`src/rtl/uart_tx_ctrl_if.sv`:
```
// Parallel-word handshake and serial-line bundle between the parity stage,
// the frame controller and the line driver.
interface uart_tx_ctrl_if #(
    parameter int DATA_WIDTH = 8
);
    logic [DATA_WIDTH-1:0] P_DATA;
    logic                  Data_Valid;
    logic                  PAR_EN;
    logic                  PAR_Bit;
    logic                  TX_OUT;
    logic                  Busy;

    modport master (
        output P_DATA, Data_Valid, PAR_EN, PAR_Bit,
        input  TX_OUT, Busy
    );

    modport slave (
        input  P_DATA, Data_Valid, PAR_EN, PAR_Bit,
        output TX_OUT, Busy
    );
endinterface

```
`src/rtl/uart_tx_ctrl.sv`:
```
// UART transmit frame controller: start bit, LSB-first data, optional parity
// bit from the upstream parity stage, stop bit; one bit per CLK cycle.
module uart_tx_ctrl #(
    parameter int DATA_WIDTH = 8
) (
    input  logic           CLK,
    input  logic           RST,
    uart_tx_ctrl_if.slave  bus
);
    localparam int CNT_W = (DATA_WIDTH > 2) ? $clog2(DATA_WIDTH) : 1;
    localparam logic [CNT_W-1:0] LAST_BIT = CNT_W'(DATA_WIDTH - 1);

    typedef enum logic [2:0] {
        ST_IDLE   = 3'd0,
        ST_START  = 3'd1,
        ST_DATA   = 3'd2,
        ST_PARITY = 3'd3,
        ST_STOP   = 3'd4
    } state_t;

    state_t                state_r, next_state_s;
    logic [DATA_WIDTH-1:0] shift_r, shift_next_s;
    logic [CNT_W-1:0]      cnt_r, cnt_next_s;
    logic                  par_en_r, par_en_next_s;
    logic                  tx_out_r, tx_next_s;
    logic                  busy_r, busy_next_s;

    // State, datapath and line registers; outputs are computed one edge ahead
    always_ff @(posedge CLK or posedge RST) begin
        if (RST) begin
            state_r  <= ST_IDLE;
            shift_r  <= '0;
            cnt_r    <= '0;
            par_en_r <= 1'b0;
            tx_out_r <= 1'b1;
            busy_r   <= 1'b0;
        end else begin
            state_r  <= next_state_s;
            shift_r  <= shift_next_s;
            cnt_r    <= cnt_next_s;
            par_en_r <= par_en_next_s;
            tx_out_r <= tx_next_s;
            busy_r   <= busy_next_s;
        end
    end

    // Next-state and next line value; START already presents data bit 0
    always_comb begin
        next_state_s  = state_r;
        shift_next_s  = shift_r;
        cnt_next_s    = cnt_r;
        par_en_next_s = par_en_r;
        tx_next_s     = 1'b1;
        case (state_r)
            ST_IDLE: begin
                if (bus.Data_Valid) begin
                    next_state_s  = ST_START;
                    shift_next_s  = bus.P_DATA;
                    cnt_next_s    = '0;
                    par_en_next_s = bus.PAR_EN;
                    tx_next_s     = 1'b0;
                end else begin
                    next_state_s  = ST_IDLE;
                end
            end
            ST_START: begin
                next_state_s = ST_DATA;
                tx_next_s    = shift_r[0];
                shift_next_s = {1'b0, shift_r[DATA_WIDTH-1:1]};
            end
            ST_DATA: begin
                // The counter tops out at the last data bit, so it never wraps
                if (cnt_r == LAST_BIT) begin
                    if (par_en_r) begin
                        next_state_s = ST_PARITY;
                        tx_next_s    = bus.PAR_Bit;
                    end else begin
                        next_state_s = ST_STOP;
                        tx_next_s    = 1'b1;
                    end
                end else begin
                    next_state_s = ST_DATA;
                    tx_next_s    = shift_r[0];
                    shift_next_s = {1'b0, shift_r[DATA_WIDTH-1:1]};
                    cnt_next_s   = cnt_r + CNT_W'(1);
                end
            end
            ST_PARITY: begin
                next_state_s = ST_STOP;
                tx_next_s    = 1'b1;
            end
            ST_STOP: begin
                next_state_s = ST_IDLE;
                tx_next_s    = 1'b1;
            end
            default: begin
                next_state_s = ST_IDLE;
                tx_next_s    = 1'b1;
            end
        endcase
        busy_next_s = (next_state_s != ST_IDLE);
    end

    assign bus.TX_OUT = tx_out_r;
    assign bus.Busy   = busy_r;
endmodule

```
`src/flat_wrapper.sv`:
```
// flat-port wrapper written by rule: the top's interface ports become plain ports
module uart_tx_ctrl_flat 
#(
    parameter int DATA_WIDTH = 8
)
  (CLK, RST, bus_P_DATA, bus_Data_Valid, bus_PAR_EN, bus_PAR_Bit, bus_TX_OUT, bus_Busy);
  uart_tx_ctrl_if #(.DATA_WIDTH(DATA_WIDTH)) bus_i ();
  input  logic CLK;
  input  logic RST;
  input wire logic [$bits(bus_i.P_DATA)-1:0] bus_P_DATA;
  input wire logic [$bits(bus_i.Data_Valid)-1:0] bus_Data_Valid;
  input wire logic [$bits(bus_i.PAR_EN)-1:0] bus_PAR_EN;
  input wire logic [$bits(bus_i.PAR_Bit)-1:0] bus_PAR_Bit;
  output wire logic [$bits(bus_i.TX_OUT)-1:0] bus_TX_OUT;
  output wire logic [$bits(bus_i.Busy)-1:0] bus_Busy;
  assign bus_i.P_DATA = bus_P_DATA;
  assign bus_i.Data_Valid = bus_Data_Valid;
  assign bus_i.PAR_EN = bus_PAR_EN;
  assign bus_i.PAR_Bit = bus_PAR_Bit;
  assign bus_TX_OUT = bus_i.TX_OUT;
  assign bus_Busy = bus_i.Busy;
  uart_tx_ctrl #(.DATA_WIDTH(DATA_WIDTH)) u_core (.CLK(CLK), .RST(RST), .bus(bus_i));
endmodule
```
`config.mk`:
```
export PLATFORM = sky130hd
export DESIGN_NAME = uart_tx_ctrl_flat
export DESIGN_NICKNAME = d
export VERILOG_FILES = /design/src/rtl/uart_tx_ctrl_if.sv /design/src/rtl/uart_tx_ctrl.sv /design/src/flat_wrapper.sv
export SDC_FILE = /design/constraint.sdc
export NUM_CORES = 1
export LEC_CHECK = 0
export ABC_CLOCK_PERIOD_IN_PS = 4900
export BUFFER_PORTS_ARGS = -buffer_cell sky130_fd_sc_hd__clkbuf_2
export CAP_MARGIN = 20
export CORE_MARGIN = 5
export CORE_UTILIZATION = 45
export DETAILED_ROUTE_END_ITERATION = 16
export GPL_ROUTABILITY_DRIVEN = 0
export PLACE_DENSITY = 0.74
export SLEW_MARGIN = 40
export SYNTH_ARGS = -nofsm -noshare
export SYNTH_HDL_FRONTEND = slang
export SYNTH_SLANG_ARGS = --single-unit
export TNS_END_PERCENT = 1
```
`constraint.sdc`:
```
create_clock -name CLK -period 4.9 [get_ports CLK]
set_clock_uncertainty 0.1 [all_clocks]
set_input_delay 0.245 -clock CLK [delete_from_list [all_inputs] [get_ports CLK]]
set_output_delay 0.245 -clock CLK [all_outputs]
set_load 0.01 [all_outputs]
```
# Word-level counts from Yosys, hierarchy flattened
# Index checks and enable logic that the tools add are counted.
classes:
  n_addsub: 1
  n_eq_ne: 6
  mux: 14
  reduce_logical: 7
op_table:
  columns: ["op", "n"]
  rows:
  - ["$pmux 8 s3", 1]
  - ["$mux 8", 2]
  - ["$mux 3", 4]
  - ["$pmux 3 s4", 1]
  - ["$eq 3x2->1 const B", 2]
  - ["$pmux 3 s2", 1]
  - ["$reduce_and 3->1", 2]
  - ["$reduce_bool 3->1", 2]
  - ["$mux 1", 4]
  - ["$ne 2x2->1 const B", 2]
  - ["$add 3x1->3 const B", 1]
  - ["$eq 3x1->1 const B", 1]
  - ["$eq 3x3->1 const B", 1]
  - ["$logic_not 3->1", 1]
  - ["$pmux 1 s3", 1]
  - ["$reduce_and 2->1", 1]
  - ["$reduce_bool 2->1", 1]
totals:
  register_bits: 17
  input_bits: 13
  output_inout_bits: 2
  elab_cells: 34

# Logic depth before layout (Yosys ltp)
# Gate-level depths: netlist (run 1).
depth:
  depth_word: 4
  mapped_depth: 6
  mapped_depth_nobuf: 5

# Worst setup path before layout (run 1)
# Ideal clock, no wire load.
synth_timing:
  kind: "register -> register"
  startpoint: "register u_core.cnt_r[0]"
  endpoint: "register u_core.shift_r[0]"
  setup_time_ps: 132
  arrival_ps: 1613
  required_time_ps: 4668
  slack_ps: 3055
  stages_incl_launch_ff: 7
  n_path_buf: 1
  synth_period_minus_slack_ps: 1845
  cell_sequence: "dfrtp_1 -> ha_1 -> ha_1 -> or3b_1 -> buf_6 -> a221oi_1 -> a2bb2oi_1"
synth_between:
  elab_chain_cells: 3
synth_rtl:
  columns: ["item", "line", "text"]
  rows:
  - ["start, declared", "uart_tx_ctrl.sv:23", "logic [CNT_W-1:0] cnt_r, cnt_next_s;"]
  - ["start signal, assigned", "uart_tx_ctrl.sv:40", "cnt_r <= cnt_next_s;"]
  - ["$eq 3x3->1", "uart_tx_ctrl.sv:73", "if (cnt_r == LAST_BIT) begin"]
  - ["$ne 2x2->1 (no line)", null, null]
  - ["$reduce_and 3->1 (no line)", null, null]
  - ["end signal, assigned", "uart_tx_ctrl.sv:39", "shift_r <= shift_next_s;"]
  - ["end, declared", "uart_tx_ctrl.sv:22", "logic [DATA_WIDTH-1:0] shift_r, shift_next_s;"]
# No other way between the ends.
# A chain may end at the register's enable or synchronous reset.

# Final worst setup path (run 1)
layout_timing:
  startpoint: "register u_core.cnt_r[0]"
  endpoint: "register u_core.shift_r[4]"
# Same word-level chain as after synthesis.

==> metrics.txt, run 1 <==
most frequent cells in the layout dfrtp_1 (16), clkbuf_2 (14), o21ai_0 (11); critical path's top delay family simple AND/OR/NAND/NOR gates; chip width about 55 µm; #FFs+latches synth 17; wire per inst 14.01 µm; top post-synthesis cells by area dfrtp_1 (44%), a221oi_1 (6.7%), a2bb2oi_1 (6.7%), o21ai_0 (6.0%), a21oi_1 (3.3%); total gr overflow 0; sequential share of power between 40% and 50%; FF/Latch Area ~430 µm²; Req. time, crit path a little under 5 ns; compound-cell area share of the yosys netlist a little under a third; die extent in y roughly 55 µm; clock sink count 17; Initial DRT Pass Iterations 4; Post-Synthesis Cells around 90; Starting Density between 40% and 50%; Clock transition at path regs roughly 0.1 ns; Fin. Hold Viols 0; max_slew headroom between 40% and 50%; final hold slack around 0.056 ns; sw power around 270 µW; WS Path Type flop to flop; share of cells above drive strength 1 a little over a fifth; CP Capture Type flop; vias in the first global route 662; global-route wire length before repair about 3.0 mm; Arrival @ worst endpoint 2.24 ns; CTS tree built; via count ~720; unrepaired setup endpoints after global routing false; final slew viol count 0; IO Pins 15; vias per cell 5.646; DRC 0; Total GRT Usage roughly 14%; largest area contributor in the netlist dfrtp_1; crit path launch type flop; CP Buf/Inv Count 0; area delta synth->final 10.26%; CP most frequent cell ha_1; syn_area_per_cell about 10 µm²; Syn Nets about 100; worst-path cell chain ha_1, ha_1, or3b_1, a221oi_1, a2bb2oi_1; ANT cells 0; main combinational cell family by area after synthesis compound AO/OA/AOI/OAI gates; Logic pwr share 46.1%; row count 16; Post-Synth XOR/XNOR Area under 10%; Placed Instances between 100 and 150; max_cap viols 0; Syn. warnings 0; hpwl dp 1.217 mm; fmax between 400 and 500 MHz; post-synth top area share between 40% and 50%; number of buffers created by CTS 3; Lkg Pwr around 0.00043 µW; Setup TNS Final 0 ns; core area ~2000 µm²; final std cells w/o fill roughly 130; post-route worst setup slack approximately 2.7 ns; Int Pwr between 300 and 400 µW; IO Port Bufs 14; Final nets 116; synth unique cells 28; Worst Hold Class input pin to flop; status completed; initial antenna violation count 0; multi-input logic area about 420 µm²; synthesized area ~910 µm²; switching power share of the total about two fifths; Post-Synth Adder-Cell Area around 2.7%; Die Area between 3000 and 4000 µm²; CTS max path bufs 2; fill cell count ~180; post-synthesis sequential area ratio 46.65%; largest net degree at the start of global routing 26; clock latency on the worst-skew pair around 0.28 ns; worst slack at placement roughly 2.7 ns; Post-Synth Simple-Gate Area 10.40%; most common cell after layout, fill and taps aside dfrtp_1; Initial DRC Count 14; Final ANT Viol Nets 0; Final setup viols 0; Tmin final between 2 and 2.5 ns; worst vdd ir between 0.3 and 0.4 mV; CP max stage cell or3b_1; Worst Path Max Fanout 12; CTS root buffer clkbuf_4; power per cell area between 600 and 700 nW/µm²; period utilization around 44%; H-tree Lvls 1; Routed WL around 1.8 mm; post-synthesis mux area share 0%; worst-margin pin slew between 0.7 and 0.8 ns; Clock power frac ~11%; crit-path max cell delay between 0.5 and 0.6 ns
[area by class of cell]
cell class              instances  area share (%)
clock buffers                   4           2.605
inverters                       5           1.861
multi-input cells              59           41.94
flip-flops and latches         17           42.31
well taps                      27           3.350
repair buffers                 15           7.940
[worst paths after layout]
check | slack [ns] | startpoint | cells past startpoint | to
max | 2.72 | u_core.cnt_r[0]$_DFFE_PP0P_ | 5 | u_core.shift_r[4]$_DFFE_PP0P_
min | 0.06 | bus_PAR_EN | 3 | u_core.par_en_r$_DFFE_PP0N_
max reg2reg | 2.72 | u_core.cnt_r[0]$_DFFE_PP0P_ | 5 | u_core.shift_r[4]$_DFFE_PP0P_
min reg2reg | 0.44 | u_core.cnt_r[2]$_DFFE_PP0P_ | 1 | u_core.cnt_r[2]$_DFFE_PP0P_
max in group asynchronous | 3.82 | RST | 3 | u_core.shift_r[6]$_DFFE_PP0P_
min in group asynchronous | 0.47 | RST | 3 | u_core.state_r[1]$_DFF_PP0_
[power by group through the flow]
stage | sequential, µW | clock, µW | combinational (µW)
6_report | 283 | 74.0 | 306
5_1_grt | 294 | 83.7 | 344
4_1_cts | 281 | 76.3 | 306
3_5_place_dp | 284 | 0 | 304
3_3_place_gp | 282 | 0 | 295
2_1_floorplan | 245 | 0 | 294
[Yosys cell counts]
master and n:
dfrtp_1 16, o21ai_0 11, a221oi_1 7, a2bb2oi_1 7
a21oi_1 6, clkbuf_1 5, inv_1 5, nand2_1 3
nor3_1 3, nor4b_1 3, o2bb2ai_1 3, buf_6 2
ha_1 2, nor2_1 2, a211o_1 1, a21oi_4 1
a31oi_1 1, buf_2 1, dfstp_2 1, nand3b_1 1
nor2b_1 1, nor4_1 1, o21bai_2 1, o311ai_0 1
or2_2 1, or3b_1 1, xnor2_1 1, xor2_1 1
[through the flow]
step | cell area (µm²) | power, µW | utilization [%]
5_1_grt | 1008 | 721.4 | 51.93
4_1_cts | 1008 | 663.8 | 51.93
6_report | 1008 | 662.8 | 51.93
3_5_place_dp | 972.2 | 588.8 | 50.06
2_1_floorplan | 914.6 | 538.8 | -
3_3_place_gp | 972.2 | 576.7 | 50.06
[logic make-up after synthesis]
group,Yosys count
DFF,17
xor gates and xnor gates,2
buffers and inverters,13
AOI/OAI and AO/OA,39
and+or+nand+nor,16
adders and majority gates,2
[sequential cells by signal (all words and copies together) (netlist names)]
signal and flops:
u_core.bus.TX_OUT 1, u_core.par_en_r 1, u_core.bus.Busy 1, u_core.shift_r 8, u_core.cnt_r 3, u_core.state_r 3
[metal layers]
layer	vias to the layer above	global-route usage, %	wire length [µm]
met4	0	8.502	38
met2	14	19.69	786
met5	-	0	0
met3	4	2.413	54
li1	363	-	-
met1	336	20.77	899
[repair_timing]
item / 4_1_cts / 5_1_grt
hold endpoints to repair: 16 / 0
hold buffers: 1 / 0
gates resized for setup: 0 / 0
setup buffers: 0 / 0
[worst min-delay path, delay by kind of cell]
family / cells / cell delay (ns)
buf+inv: 1 / 0.07
compound gates: 1 / 0.05
simple gates: 1 / 0.04
(Power assumes the default switching activity.)
==> inputs of run 2 (changes only) <==
--- a/config.mk
+++ b/config.mk
@@ -5,14 +5,14 @@
 export SDC_FILE = /design/constraint.sdc
 export NUM_CORES = 1
 export LEC_CHECK = 0
-export ABC_CLOCK_PERIOD_IN_PS = 4900
+export ABC_CLOCK_PERIOD_IN_PS = 1800
 export BUFFER_PORTS_ARGS = -buffer_cell sky130_fd_sc_hd__clkbuf_2
 export CAP_MARGIN = 20
 export CORE_MARGIN = 5
 export CORE_UTILIZATION = 45
 export DETAILED_ROUTE_END_ITERATION = 16
 export GPL_ROUTABILITY_DRIVEN = 0
-export PLACE_DENSITY = 0.74
+export PLACE_DENSITY = 0.77
 export SLEW_MARGIN = 40
 export SYNTH_ARGS = -nofsm -noshare
 export SYNTH_HDL_FRONTEND = slang
==> constraint.sdc (replaced) <==
create_clock -name CLK -period 1.8 [get_ports CLK]
set_clock_uncertainty 0.1 [all_clocks]
set_input_delay 0.09 -clock CLK [delete_from_list [all_inputs] [get_ports CLK]]
set_output_delay 0.09 -clock CLK [all_outputs]
set_load 0.01 [all_outputs]
==> run 2 against run 1 <==
  * The run now ends with negative setup slack left
  * Cell area grew 29%
  * Sequential power rose to 2.7 times the previous value
  * Fmax increased by 18%
  * Critical path depth grew 1
  * Sequential share of layout area fell by 9.6 points
  * Hold slack lost 0.015 ns
  * Count of clock-buffer cells in the layout fell by 1
  * Worst setup slack worse by 2.8 ns
  * Register-to-register slack got worse by 2.8 ns
  * Combinational power rose to 4.7 times the previous value
  * Core utilization increased by 15 points
==> metrics.txt, run 2 (synthesis results as in run 1) <==
status finished with violations; failing checks negative setup slack; max_slew headroom 56.81% (+8.9 points); Hold Crit Depth 3 (unchanged); most common cell after layout, fill and taps aside dfrtp_1; core area 1942 µm² (unchanged); WS Path Type flop to flop; CTS max path bufs 2 (unchanged); vias in the first global route 836 (+26%); IO Pins 15 (unchanged); final slew viol count 0 (unchanged); Routed WL 2.211 mm (+24%); row count 16 (unchanged); Final setup viols 8 (+8); worst vdd ir 0.9859 mV (+210%); vias per cell 5.771 (+2.2%); DRC 0 (unchanged); Final ANT Viol Nets 0 (unchanged); Tmin final 1.852 ns (-0.3262 ns); via count 831 (+16%); final std cells w/o fill 144 (+13%); Initial DRC Count 14 (unchanged); wire per inst 15.35 µm (+9.6%); flop-to-flop setup slack -0.05 ns (-2.77 ns); power per cell area 1851 nW/µm² (+180%); Final nets 133 (+15%); reg-to-reg endpoint u_core.shift_r[0]$_DFFE_PP0P_; most frequent cells in the layout dfrtp_1 (16), clkbuf_2 (14), o21ai_0 (11); Clock transition at path regs 0.11 ns (about the same); period utilization 102.9% (+58 points); Die Area 3034 µm² (unchanged); max reg flops 8 (unchanged); Fin. Hold Viols 0 (unchanged); global-route wire length before repair 3.808 mm (+26%); crit path launch type flop; die extent in y 55.09 µm (unchanged); area delta synth->final 42.68%; reg2reg path depth 6 (+1); RR Startpoint u_core.cnt_r[0]$_DFFE_PP0P_; Starting Density 47.10% (unchanged); hold path startpoint bus_Data_Valid; unrepaired setup endpoints after global routing true; Arrival @ worst endpoint 1.98 ns (-0.26 ns); share of cells above drive strength 1 41.03% (+20 points); hpwl dp 1.375 mm (+13%); post-route worst setup slack -0.05171 ns (-2.774 ns); chip width 55.09 µm (unchanged); Placed Instances 129 (+5.7%); Biggest register u_core.shift_r; H-tree Lvls 1 (unchanged); fmax 540.0 MHz (+18%); Worst Hold Class input pin to flop; number of buffers created by CTS 3 (unchanged); initial antenna violation count 0 (unchanged); Req. time, crit path 1.93 ns (-3.03 ns); CTS root buffer clkbuf_4; max_cap viols 0 (unchanged); IO Port Bufs 14 (unchanged); CTS tree built; CP Capture Type flop; Worst Path Max Fanout 8 (-4); clock latency on the worst-skew pair 0.30 ns (+0.02 ns); worst-margin pin slew 0.6472 ns (-0.1341 ns); largest net degree at the start of global routing 18 (-31%); hold worst-path end u_core.bus.Busy$_DFF_PP0_; ANT cells 0 (unchanged); Lkg Pwr 0.0005290 µW (+24%); total gr overflow 0 (unchanged); Total GRT Usage 17.53% (+3.2 points); Regs by FF count u_core.shift_r x8, u_core.cnt_r x3, u_core.state_r x3; clock sink count 17 (unchanged); Initial DRT Pass Iterations 4 (unchanged); Util after Layout 67.20% (+15 points)
## run 2: worst max-delay path, stage by stage, from the launching register on
cell and delay (ns):
dfrtp_1 0.40, ha_2 0.19, ha_2 0.17, or3b_4 0.48, a21oi_4 0.18, buf_12 0.14, a2bb2oi_2 0.12
## run 2: area by class of cell
| class | count | area [µm²] |
|---|---|---|
| repair buffers | 32 | 242.7 |
| clock buffers | 3 | 22.52 |
| flip-flops and latches | 17 | 426.7 |
| well taps | 27 | 33.78 |
| clock inverters | 1 | 5.005 |
| fillers | 146 | 636.9 |
| inverters | 5 | 18.77 |
| multi-input cells | 59 | 555.5 |
## run 2: how the worst max path moves through the flow
stage | cells past startpoint | slack (ns) | to | startpoint
floorplan | 6 | 0.0007 | u_core.shift_r[1]$_DFFE_PP0P_ | u_core.cnt_r[0]$_DFFE_PP0P_
global placement | 6 | -0.07 | u_core.shift_r[0]$_DFFE_PP0P_ | u_core.cnt_r[1]$_DFFE_PP0P_
detailed placement | 6 | -0.12 | u_core.shift_r[1]$_DFFE_PP0P_ | u_core.cnt_r[1]$_DFFE_PP0P_
CTS | 7 | -0.06 | u_core.shift_r[0]$_DFFE_PP0P_ | u_core.cnt_r[0]$_DFFE_PP0P_
global route | 5 | -0.11 | u_core.shift_r[4]$_DFFE_PP0P_ | u_core.cnt_r[0]$_DFFE_PP0P_
finish | 6 | -0.05 | u_core.shift_r[0]$_DFFE_PP0P_ | u_core.cnt_r[0]$_DFFE_PP0P_
## run 2: layer usage
metal  GRT usage [%]  part of all wire [%]
met5               0                     0
met4           4.858                   1.3
met3           2.413                   3.8
met2           29.13                    49
met1           23.75                    46
## run 2: metrics by stage
step	setup slack (ns)	power, µW	cell area (µm²)	setup TNS, ns	hold WS (ns)
5_1_grt	-0.1084	2601	1305	-0.7473	0.06136
2_1_floorplan	0.0007020	1600	963.4	0	-0.08466
3_5_place_dp	-0.1241	1833	1074	-0.9186	0.1056
3_3_place_gp	-0.07040	1787	1074	-0.5121	0.07726
4_1_cts	-0.05579	2304	1276	-0.3911	0.02756
6_report	-0.05171	2415	1305	-0.3738	0.04061
## run 2: timing repair
item / in CTS / in global routing
pin swaps: 4 / 3
resized for setup: 8 / 4
hold endpoints to repair: 25 / 0
buffers inserted: 2 / 0
setup endpoints to repair: 8 / 8
hold buffers: 10 / 0
## run 2: power breakdown
group,switching [µW],leakage [µW],internal (µW)
clock,128,0.0000177,82.8
combinational,690,0.000307,760
sequential,180,0.000204,574
total,998,0.000529,1420
